--- src/rtl/instr_fetch.sv ---
// Instruction fetch: credit-limited request issue, in-order response FIFO, redirect flush.
// Optional FETCH_MISALIGN_TRAP_EN adds fetch_misalign and halts fetch on a misaligned redirect.
module instr_fetch #(
  parameter logic [31:0] RESET_PC  = 32'h0000_0000,
  parameter int          BUF_DEPTH = 2
) (
  input  logic        clk,
  input  logic        rst_n,
  output logic        imem_req_valid,
  input  logic        imem_req_ready,
  output logic [31:0] imem_req_addr,
  input  logic        imem_rsp_valid,
  input  logic [31:0] imem_rsp_data,
  output logic        instr_valid,
  input  logic        instr_ready,
  output logic [31:0] instr,
  output logic [31:0] instr_pc,
  input  logic        redirect,
  input  logic [31:0] redirect_pc
`ifdef FETCH_MISALIGN_TRAP_EN
  ,
  output logic        fetch_misalign
`endif
);
  localparam int PW = $clog2(BUF_DEPTH);
  localparam int CW = $clog2(BUF_DEPTH + 1);
  localparam logic [CW-1:0] DEPTH_C = CW'(BUF_DEPTH);

  // Handshakes: a transfer occurs on a rising edge where valid & ready are both high;
  // valid never depends on ready, and the payload holds while valid & !ready.

  logic [31:0]   pc;
  logic [CW-1:0] out_cnt, drop_cnt, fifo_cnt, out_next, live_cnt;
  logic [PW-1:0] rd_ptr, wr_ptr;
  logic [31:0]   buf_data [BUF_DEPTH];
  logic [31:0]   buf_pc   [BUF_DEPTH];
  logic [CW:0]   used;
  logic [31:0]   rsp_pc, target_pc;
  logic          req_fire, rsp_keep, push, pop, halted;

  function automatic logic [PW-1:0] ptr_inc(input logic [PW-1:0] p);
    return (p == PW'(BUF_DEPTH - 1)) ? '0 : p + PW'(1);
  endfunction

`ifdef FETCH_MISALIGN_TRAP_EN
  logic misalign_q;
  assign halted         = misalign_q;
  assign fetch_misalign = misalign_q;
  assign target_pc      = redirect_pc;

  always_ff @(posedge clk or negedge rst_n) begin
    if (!rst_n)        misalign_q <= 1'b0;
    else if (redirect) misalign_q <= (redirect_pc[1:0] != 2'b00);
  end
`else
  assign halted    = 1'b0;
  assign target_pc = redirect_pc & 32'hFFFF_FFFC;
`endif

  always_comb begin
    // Credits count every in-flight request, including ones that will be dropped.
    used           = {1'b0, out_cnt} + {1'b0, fifo_cnt};
    imem_req_valid = rst_n && !redirect && !halted && (used < {1'b0, DEPTH_C});
    imem_req_addr  = pc;
    req_fire       = imem_req_valid && imem_req_ready;
    instr_valid    = (fifo_cnt != '0);
    instr          = buf_data[rd_ptr];
    instr_pc       = buf_pc[rd_ptr];
    pop            = instr_valid && instr_ready;
    rsp_keep       = imem_rsp_valid && !redirect && (drop_cnt == '0);
    push           = rsp_keep && ((fifo_cnt != DEPTH_C) || pop);
    // Live requests are contiguous and end just below pc.
    live_cnt       = out_cnt - drop_cnt;
    rsp_pc         = pc - {{(30 - CW){1'b0}}, live_cnt, 2'b00};
    out_next       = out_cnt;
    if (req_fire && !imem_rsp_valid && (out_cnt != DEPTH_C))
      out_next = out_cnt + CW'(1);
    else if (!req_fire && imem_rsp_valid && (out_cnt != '0))
      out_next = out_cnt - CW'(1);
  end

  always_ff @(posedge clk or negedge rst_n) begin
    if (!rst_n) begin
      pc       <= RESET_PC;
      out_cnt  <= '0;
      drop_cnt <= '0;
      fifo_cnt <= '0;
      rd_ptr   <= '0;
      wr_ptr   <= '0;
      for (int i = 0; i < BUF_DEPTH; i++) begin
        buf_data[i] <= '0;
        buf_pc[i]   <= '0;
      end
    end else begin
      out_cnt <= out_next;
      if (redirect) begin
        pc       <= target_pc;
        drop_cnt <= out_next;
        fifo_cnt <= '0;
        rd_ptr   <= '0;
        wr_ptr   <= '0;
      end else begin
        if (req_fire) pc <= pc + 32'd4;
        if (imem_rsp_valid && (drop_cnt != '0)) drop_cnt <= drop_cnt - CW'(1);
        if (push) begin
          buf_data[wr_ptr] <= imem_rsp_data;
          buf_pc[wr_ptr]   <= rsp_pc;
          wr_ptr           <= ptr_inc(wr_ptr);
        end
        if (pop) rd_ptr <= ptr_inc(rd_ptr);
        if (push && !pop)      fifo_cnt <= fifo_cnt + CW'(1);
        else if (pop && !push) fifo_cnt <= fifo_cnt - CW'(1);
      end
    end
  end
endmodule

--- config.mk ---
export PLATFORM = sky130hd
export DESIGN_NAME = instr_fetch
export DESIGN_NICKNAME = d
export VERILOG_FILES = /design/src/rtl/instr_fetch.sv
export SDC_FILE = /design/constraint.sdc
export NUM_CORES = 1
export LEC_CHECK = 0
export ABC_AREA = 1
export BUFFER_PORTS_ARGS = -buffer_cell sky130_fd_sc_hd__buf_2
export CAP_MARGIN = 5
export CELL_PAD_IN_SITES_DETAIL_PLACEMENT = 0
export CELL_PAD_IN_SITES_GLOBAL_PLACEMENT = 1
export CORE_UTILIZATION = 43
export CTS_CLUSTER_DIAMETER = 80
export DETAILED_ROUTE_END_ITERATION = 12
export GPL_TIMING_DRIVEN = 0
export HOLD_SLACK_MARGIN = 0.15
export PLACE_DENSITY = 0.86
export SYNTH_ARGS = -nofsm -noshare
export SYNTH_HDL_FRONTEND = slang
export SYNTH_SLANG_ARGS = --single-unit
--- constraint.sdc ---
create_clock -name clk -period 6.3 [get_ports clk]
set_clock_uncertainty 0.1 [all_clocks]
set_input_delay 0.63 -clock clk [delete_from_list [all_inputs] [get_ports clk]]
set_output_delay 0.63 -clock clk [all_outputs]
set_load 0.005 [all_outputs]
==> results of run 1 <==
## cell families (layout without fill, tap and decap cells)
kind of cell,Yosys count,in the layout,share of synthesized area [%]
AO/OA/AOI/OAI,135,135,7.90
XOR/XNOR,34,34,3.32
adder cells (fa/ha/maj),9,9,1.42
buffers and inverters,173,367,8.35
flip-flops,162,162,45.2
other,1,4,0.0418
AND/OR/NAND/NOR,772,772,33.7
## layout by cell type, fill, tap and decap left out, types with 2 or more instances in the layout
| cell | n |
|---|---|
| nand2_1 | 597 |
| buf_2 | 189 |
| dfrtp_1 | 162 |
| o21ai_0 | 111 |
| nor2_1 | 109 |
| inv_1 | 105 |
| nand3_1 | 44 |
| xor2_1 | 26 |
| clkbuf_16 | 17 |
| clkbuf_1 | 16 |
| buf_4 | 12 |
| nand4_1 | 10 |
| o21ai_1 | 9 |
| xnor2_1 | 8 |
| ha_1 | 7 |
| o211ai_1 | 6 |
| conb_1 | 4 |
| inv_8 | 4 |
| clkinv_4 | 4 |
| inv_2 | 3 |
| buf_1 | 3 |
| clkinvlp_4 | 3 |
| buf_6 | 2 |
| and2_1 | 2 |
| nand2_2 | 2 |
| nand3b_1 | 2 |
| o21bai_1 | 2 |
| o221ai_1 | 2 |
| nor3_1 | 2 |
| nor2_2 | 2 |
| a31oi_1 | 2 |
| a21oi_1 | 2 |
| fa_1 | 2 |
| clkinv_8 | 2 |
## path summary, 6_finish.rpt
check / start / endpoint / slack (ns) / cells past startpoint
min: imem_rsp_data[7] / buf_data[7]$_DFFE_PN0P_ / 0.30 / 3
min in group asynchronous: rst_n / buf_data[42]$_DFFE_PN0P_ / 0.56 / 2
max reg2reg: out_cnt[0]$_DFF_PN0_ / buf_pc[30]$_DFFE_PN0P_ / 3.58 / 14
min reg2reg: buf_pc[60]$_DFFE_PN0P_ / buf_pc[60]$_DFFE_PN0P_ / 0.38 / 2
max: rst_n / imem_req_valid / 3.19 / 6
max in group asynchronous: rst_n / buf_pc[20]$_DFFE_PN0P_ / 4.61 / 3
## metrics by stage
stage | hold WS (ns) | setup WS, ns
after floorplan | 0.234 | 3.98
after global placement | 0.362 | 0.733
after detailed placement | 0.365 | 3.22
after CTS | 0.287 | 3.09
after global routing | 0.286 | 2.89
final | 0.303 | 3.19
## sequential cells by signal, indices dropped and copies added, names as in the netlist
name and cells:
drop_cnt 2, buf_data 64, buf_pc 60, imem_req_addr 30, rd_ptr 1, out_cnt 2, fifo_cnt 2, wr_ptr 1
## report_power, final
part	internal (uW)	total [uW]	switching, uW
Sequential	1440	1670	229
Combinational	655	1720	1070
Clock	564	1050	482
Total	2660	4440	1780
## critical path: stages
cell and delay [ns]:
dlygate4sd3_1 0.56, buf_8 0.31, buf_16 0.48, nand3_1 0.17, inv_1 0.07, buf_2 0.10
## cell type report
type	count	area [sq um]	area share (%)
repair buffers	162	848	7.88
well taps	270	338	3.14
flip-flops and latches	162	4050	37.7
inverters	109	409	3.80
plain buffers	64	339	3.15
clock buffers	17	425	3.95
multi-input cells	954	4170	38.8
clock inverters	15	174	1.62
## metal layers
| layer | global-route usage (%) | vias up |
|---|---|---|
| met1 | 35.5 | 4017 |
| met3 | 4.34 | 45 |
| li1 | - | 4327 |
| met4 | 10.8 | 0 |
| met5 | 0 | - |
| met2 | 41.4 | 280 |
==> flow_summary.ini, run 1 <==
[cts]
holdBufCountCts = 1
clock-sinks = 162
clk_path_buf_depth = 2
path_clk_slew_ns = 0.07
cts_setup_buffers = 0
cts_resized = 0
h-tree-depth = 4
clk_latency_ns = 0.43
cts_tree = built
cts-buffers-inserted = 17
cts-root-buf = clkbuf_16

[synthesis]
synth_most_common_cell = nand2_1
yosys-top-cells-area = dfrtp_1, nand2_1, o21ai_0, nor2_1, inv_1
syn_inst = 1286
synth_common_cells = nand2_1, dfrtp_1, o21ai_0
ys_seq_area_share_pct = 45.2
synth_cell_types = 34
yosys_warnings = 0
synth-main-ff-cell = dfrtp_1
async_reset_ff_share_pct = 100
synth_area_sq_um = 8960
synth_edf_count = 0
yosysTopAreaCell = dfrtp_1
ys_ff_latch = 162
post_synth.cell_area_avg_sq_um = 6.97
synth_top_area_share_pct = 45.2

[layout]
final_area_sq_um = 10800
fin_util_pct = 52.8
nNetsFinal = 1549
syn2layout_area_growth_pct = 20.0
drive_gt1_share_pct = 16.7
antenna_cells = 0
fillCellCount = 2100
stdcell_count = 1753

[sta]
finalCritPeriodShare_pct = 49.3
fmax_mhz = 322
drv_slew = 0
rsz0062_at_grt = false
finalCriticalPeriod_ns = 3.11
setup_viol = 0
finalHoldViolCount = 0
fin_setup_tns_ns = 0
tightest_slew_ns = 0.693
slew_headroom_pct = 53.8

[route]
vias_per_cell = 4.95
vias = 8669
dr_wl_met3_um = 1490
drt_wl_total_um = 26900
wl_met1_um = 12100
drtPass1Iterations = 6
route.met2.wl_um = 12500
top_layer_used = met4
ant_nets = 0
drt_iter0_markers = 500
wl_per_cell_um = 15.4
drc = 0

[pwr]
cellLeakagePower_uw = 0.00564
irDropWorstVdd_mv = 0.194
total_power_uw = 4440
p_per_area_nw_per_um2 = 413

[grt]
gr-usage-all-layers_pct = 26.1
grt_pass1_vias = 8367
grt_pass1_wl_um = 43500
grt_max_degree = 120
antenna_found_initial = 0
grt_overflow_total = 0

[die]
die_h_um = 146
start_util_pct = 44.0
pin_count = 168
fp.dieArea_sq_um = 21400
rows = 52
coreArea_sq_um = 20400
die_w_um = 146

[setup_path]
critPathCaptureType = primary output
start_kind = input pin
path_class = in2out
cp.arrival_ns = 2.38
worstPathMaxFanout = 119
crit_required_ns = 5.57

[flow_run]
maxCapViolations = 0

[hold_path]
hold_path.class = in2reg

[place]
io_buffers = 160
dp.cells = 1720
place.gp.congestion = 0.904
placed_area_sq_um = 10100
detailed_place_hpwl_um = 19900

[run_status]
status = finished, final reports clean
Note: power is estimated with default switching activity, not from simulation.
==> inputs of run 2 (changes only) <==
ABC_AREA = 0   (was 1)
CORE_UTILIZATION = 38   (was 43)
PLACE_DENSITY = 0.76   (was 0.86)
clock period = 2.5 ns   (was 6.3 ns; I/O delays follow)
==> run 2 against run 1 <==
  * The flow now finishes with violations (setup timing)
  * Non-clock buffer count rose by 106
  * Core utilization rose by 3.4 points
  * Clock power rose to 2.5 times the previous value
  * Count of clock-buffer cells in the layout grew 1
  * Register-to-register slack worse by 4.0 ns
  * Final cell count down 18%
  * Synthesized cell count shrank 33%
  * Area after synthesis is 6.2% lower
  * Power is 150% higher
  * Wire length is 4.2% lower
  * Critical endpoint is now imem_req_addr[13]$_DFFE_PN0N_
==> flow_summary.ini, run 2 <==
[route]
drtPass1Iterations = 5
vias = 7478
ant_nets = 0
vias_per_cell = 5.22
wl_per_cell_um = 18.0
drt_iter0_markers = 471
drc = 0
drt_wl_total_um = 25800

[synthesis]
synth_area_sq_um = 8400
synth-main-ff-cell = dfrtp_1
syn_inst = 856
synth_top_area_share_pct = 48.2
synth_common_cells = nand2_1, dfrtp_1, mux2_2
synth_edf_count = 0
yosys_warnings = 0
synth_most_common_cell = nand2_1
post_synth.cell_area_avg_sq_um = 9.82
ys_seq_area_share_pct = 48.2
yosys-top-cells-area = dfrtp_1, mux2_2, nand2_1, o21ai_0, xnor2_1
ys_ff_latch = 162
yosysTopAreaCell = dfrtp_1
async_reset_ff_share_pct = 100
synth_cell_types = 60

[flow_run]
maxCapViolations = 0

[sta]
slew_headroom_pct = 24.4
fmax_mhz = 346
tightest_slew_ns = 1.13
setup_slack_ns = -0.387
finalCritPeriodShare_pct = 115
finalCriticalPeriod_ns = 2.89
rsz0062_at_grt = true
setup_viol = 68
drv_slew = 0
finalHoldViolCount = 0

[setup_path]
crit_required_ns = 2.71
path_cells = buf_4 > and2_4 > fa_1 > or4b_4 > buf_8 > buf_6 > nor3_4 > nand4_1 > a221o_1
worstPathMaxFanout = 5
start_kind = flop
critPathCaptureType = flop
cp.arrival_ns = 3.10
crit_slowest_cell = or4b_4
slowest_delay_ns = 0.50
path_class = reg2reg

[layout]
fillCellCount = 1887
top_register = buf_data
syn2layout_area_growth_pct = 45.7
fin_util_pct = 56.3
largest_reg_flops = 64
layout_commonest_cell = nand2_1
antenna_cells = 0
ff_latch_area_sq_um = 4060
stdcell_count = 1432
drive_gt1_share_pct = 43.0
nNetsFinal = 1218
multiInputGateArea_sq_um = 4740
final_cell_mix = nand2_1, buf_2, dfrtp_1

[grt]
grt_pass1_vias = 7209
grt_overflow_total = 0
grt_max_degree = 104
antenna_found_initial = 0
gr-usage-all-layers_pct = 22.6
grt_pass1_wl_um = 39200

[die]
die_h_um = 151
fp.dieArea_sq_um = 22700
rows = 54
pin_count = 168
die_w_um = 151
coreArea_sq_um = 21800
start_util_pct = 38.6

[pwr]
total_power_uw = 10900
cellLeakagePower_uw = 0.00564
irDropWorstVdd_mv = 0.512
p_per_area_nw_per_um2 = 894

[place]
place.gp.congestion = 0.866
io_buffers = 160
detailed_place_hpwl_um = 16900
dp.cells = 1300

[cts]
h-tree-depth = 4
clk_path_buf_depth = 2
clk_latency_ns = 0.43
cts_tree = built
path_clk_slew_ns = 0.07
clock-sinks = 162
cts-buffers-inserted = 17
cts-root-buf = clkbuf_16

[run_status]
status = finished, violations left
violations = setup timing

[hold_path]
hold_path.class = in2reg
[run 2: cell types whose count changed after synthesis, sizes merged, moves of 9 or more]
cell,delta
clkbuf,+33
buf,-26
nor3,+12
or3,+9
xor2,-21
inv,-92
o21ai,-38
nor2,-88
nor4,+17
nand3,-15
nand2,-407
xnor2,+20
mux2,+95
[run 2: cells by family after synthesis]
family,synth area share [%]
AO/OA/AOI/OAI,9.08
XOR/XNOR,3.44
adder cells (fa/ha/maj),1.52
buffers and inverters,4.54
flip-flops,48.2
multiplexers,12.8
other,0.0446
AND/OR/NAND/NOR,20.3
[run 2: stage by stage]
step	hold slack, ns	area [sq um]	TNS (ns)	setup slack, ns
after global routing	0.214	12200	-23.18	-0.466
after floorplan	-0.146	8600	-3.91	-0.208
final	0.190	12200	-15.36	-0.387
after detailed placement	0.119	9780	-61.63	-0.653
after global placement	0.355	9750	-373.27	-2.63
after CTS	0.172	11800	-15.72	-0.373
[run 2: power by group]
group          switching [uW]  total [uW]  internal [uW]
combinational            1980        4220           2250
sequential                539        4050           3510
clock                    1240        2670           1430
[run 2: layout make-up]
cell class / instances / share of cell area (%)
multi-input combinational: 610 / 38.7
sequential: 162 / 33.1
timing repair buffer: 267 / 16.5
clock buffer: 18 / 3.51
buffer: 65 / 3.33
tap: 280 / 2.86
clock inverter: 14 / 1.40
inverter: 16 / 0.593
[run 2: final timing paths]
check,from,to,slack (ns),cells after the start
setup / recovery,out_cnt[0]$_DFF_PN0_,imem_req_addr[13]$_DFFE_PN0N_,-0.39,9
hold / removal,imem_rsp_valid,fifo_cnt[0]$_DFFE_PN0P_,0.19,5
setup reg to reg,out_cnt[0]$_DFF_PN0_,imem_req_addr[13]$_DFFE_PN0N_,-0.39,9
hold reg to reg,buf_data[8]$_DFFE_PN0P_,buf_data[8]$_DFFE_PN0P_,0.37,2
max in group asynchronous,rst_n,buf_data[53]$_DFFE_PN0P_,1.41,3
min in group asynchronous,rst_n,buf_data[54]$_DFFE_PN0P_,0.39,4
[run 2: timing repair]
item                                    in CTS  in global routing
endpoints found under the setup margin     218                189
gates resized for setup                    128                102
gates cloned                                 6                  1
endpoints found under the hold margin      156                162
buffers inserted                            25                 10
pin swaps                                   54                 48
hold buffers                                65                  3
[run 2: worst max-delay path: cells and delay by family (launching register included)]
kind | cells | cell delay [ns]
AOI/OAI and AO/OA | 1 | 0.39
DFF | 1 | 0.40
adders and majority gates | 1 | 0.43
and+or+nand+nor | 4 | 1.03
buffers and inverters | 3 | 0.42
[run 2: routing by layer]
layer | share of wire (%) | global-route usage (%) | wire length (um) | vias up
li1 | - | - | - | 3532
met1 | 45 | 30.7 | 11500 | 3644
met2 | 47 | 36.4 | 12200 | 274
met3 | 6.7 | 4.76 | 1730 | 28
met4 | 1.3 | 6.15 | 328 | 0
met5 | 0 | 0 | 0 | -
==> inputs of run 3 (changes only) <==
CORE_UTILIZATION = 43   (was 38)
PLACE_DENSITY = 0.81   (was 0.76)
clock period = 2.8 ns   (was 2.5 ns; I/O delays follow)
==> run 3 against run 2 <==
  * The run still ends with setup timing left
  * Register-to-register slack improved by 0.28 ns
  * First-iteration DRC count fell by 45%
  * Combinational power fell by 23%
  * Via count fell by 4.1%
  * Global-route usage rose by 1.0 points
  * Hold slack got worse by 0.0043 ns
  * Sequential power fell by 11%
  * Final cell count fell by 3.1%
  * Critical endpoint is now buf_pc[20]$_DFFE_PN0P_
  * Largest cell class unchanged
  * Largest power group is now sequential cells
  * Highest routed layer unchanged
==> flow_summary.ini, run 3 (synthesis gave the netlist of run 2 again) <==
[run_status]
status = finished, violations left
violations = setup timing

[die]
die_w_um = 142
die_h_um = 142
fp.dieArea_sq_um = 20100
rows = 50
pin_count = 168
coreArea_sq_um = 19000
start_util_pct = 44.3

[grt]
gr-usage-all-layers_pct = 23.6
gr-usage-met1_pct = 31.5
grt_overflow_total = 0
grt_pass1_vias = 7065
grt_pass1_wl_um = 36800
grt-busiest-layer = met2
antenna_found_initial = 0
grt_max_degree = 86
grtUsageMet3_pct = 3.51
grt.met2_usage_pct = 40.1

[route]
drtPass1Iterations = 5
vias_per_cell = 5.17
drt_iter0_markers = 258
vias = 7168
drt_wl_total_um = 23200
wl_per_cell_um = 16.7
ant_nets = 0
drc = 0

[setup_path]
crit_slowest_cell = or4b_4
critPathCaptureType = flop
path_class = reg2reg
r2r_start = out_cnt[0]$_DFF_PN0_
rrSetupSlack_ns = -0.10
start_kind = flop
path_cells = inv_2 > ha_4 > xnor2_4 > xnor2_2 > fa_2 > or4b_4 > or3_4 > nor4_4 > xnor2_2 > o21ai_1
cp.arrival_ns = 3.09
r2r-end = buf_pc[20]$_DFFE_PN0P_
reg2regPathDepth = 10
crit_top_cell = xnor2_2
slowest_delay_ns = 0.49
crit_required_ns = 2.99
worstPathMaxFanout = 8

[pwr]
switchingPower_uw = 3010
cellLeakagePower_uw = 0.00524
p_per_area_nw_per_um2 = 833
p_comb_share_pct = 34.9
total_power_uw = 9390
seqPwrFrac_pct = 38.2
clkPwrFrac_pct = 26.9
irDropWorstVdd_mv = 0.446
power.internal_uw = 6390
power_switching_share_pct = 32.0

[hold_path]
worstHoldStart = redirect
hold-path-endpoint = imem_req_addr[31]$_DFFE_PN0N_
hold_path.class = in2reg
hold_depth = 4

[cts]
cts-root-buf = clkbuf_16
clock-sinks = 162
clk_path_buf_depth = 2
path_clk_slew_ns = 0.07
clk_latency_ns = 0.43
cts-buffers-inserted = 17
h-tree-depth = 4
cts_tree = built

[sta]
slew_headroom_pct = 52.3
finalCriticalPeriod_ns = 2.90
tightest_slew_ns = 0.715
drv_slew = 0
rsz0062_at_grt = true
fmax_mhz = 344
finalCritPeriodShare_pct = 104
setup_viol = 16
setup_slack_ns = -0.103
finalHoldViolCount = 0

[place]
place.gp.congestion = 0.890
detailed_place_hpwl_um = 15800
dp.cells = 1280
io_buffers = 160

[layout]
largest_reg_flops = 64
antenna_cells = 0
drive_gt1_share_pct = 33.7
stdcell_count = 1387
layout_commonest_cell = nand2_1
syn2layout_area_growth_pct = 34.2
final_cell_mix = nand2_1, buf_2, dfrtp_1
top_register = buf_data
nNetsFinal = 1193

[flow_run]
maxCapViolations = 0
run 3: worst max-delay path, delay by kind of cell, from the launching register on:
family | cells | cell delay [ns]
and+or+nand+nor | 3 | 1.18
adders and majority gates | 2 | 0.43
buffers and inverters | 1 | 0.06
DFF | 1 | 0.37
xor gates and xnor gates | 3 | 0.53
AOI/OAI and AO/OA | 1 | 0.08
run 3: timing repair:
| action | 4_1_cts | 5_1_grt |
|---|---|---|
| endpoints found under the setup margin | 42 | 71 |
| pin swaps | 12 | 10 |
| gates resized for setup | 30 | 53 |
| hold endpoints to repair | 174 | 0 |
| buffers inserted | 6 | 5 |
| hold buffers | 65 | 0 |
run 3: cell type report:
| cell class | count | area [sq um] |
|---|---|---|
| clock buffer | 19 | 443 |
| inverter | 16 | 65.1 |
| timing repair buffer | 237 | 1590 |
| tap | 260 | 325 |
| multi-input combinational | 610 | 4250 |
| clock inverter | 13 | 199 |
| buffer | 70 | 353 |
| fill | 1634 | 7680 |
| sequential | 162 | 4060 |
run 3: metrics by stage:
step / setup slack, ns / cell area, sq um / utilization [%] / TNS [ns] / hold slack, ns
floorplan: 0.0229 / 8420 / - / 0 / -0.116
global placement: -2.53 / 9550 / 50.4 / -275.61 / 0.352
detailed placement: -0.631 / 9580 / 50.6 / -15.52 / 0.208
CTS: -0.105 / 11000 / 58.3 / -1.42 / 0.170
global route: -0.221 / 11300 / 59.5 / -3.30 / 0.219
finish: -0.103 / 11300 / 59.5 / -1.29 / 0.186
run 3: worst max path at each step:
stage / cells after the start / to / startpoint / slack [ns]
2_1_floorplan: 11 / buf_pc[28]$_DFFE_PN0P_ / out_cnt[0]$_DFF_PN0_ / 0.02
3_3_place_gp: 9 / imem_req_addr[22]$_DFFE_PN0N_ / rst_n / -2.53
3_5_place_dp: 10 / imem_req_addr[22]$_DFFE_PN0N_ / rst_n / -0.63
4_1_cts: 9 / buf_pc[28]$_DFFE_PN0P_ / drop_cnt[0]$_DFFE_PN0P_ / -0.10
5_1_grt: 10 / buf_pc[22]$_DFFE_PN0P_ / out_cnt[0]$_DFF_PN0_ / -0.22
6_report: 10 / buf_pc[20]$_DFFE_PN0P_ / out_cnt[0]$_DFF_PN0_ / -0.10
run 3: power by group through the flow:
| stage | registers (uW) | clock network (uW) | logic (uW) |
|---|---|---|---|
| after floorplan | 3490 | 0 | 1910 |
| after global placement | 3580 | 0 | 2930 |
| after detailed placement | 3610 | 0 | 2980 |
| after CTS | 3570 | 2580 | 3170 |
| after global routing | 3680 | 2660 | 3660 |
| final | 3590 | 2530 | 3270 |
run 3: metal layers:
layer	wire [um]	part of all wire [%]
met1	10500	45
met2	11200	48
met3	1080	4.6
met4	375	1.6
met5	0	0
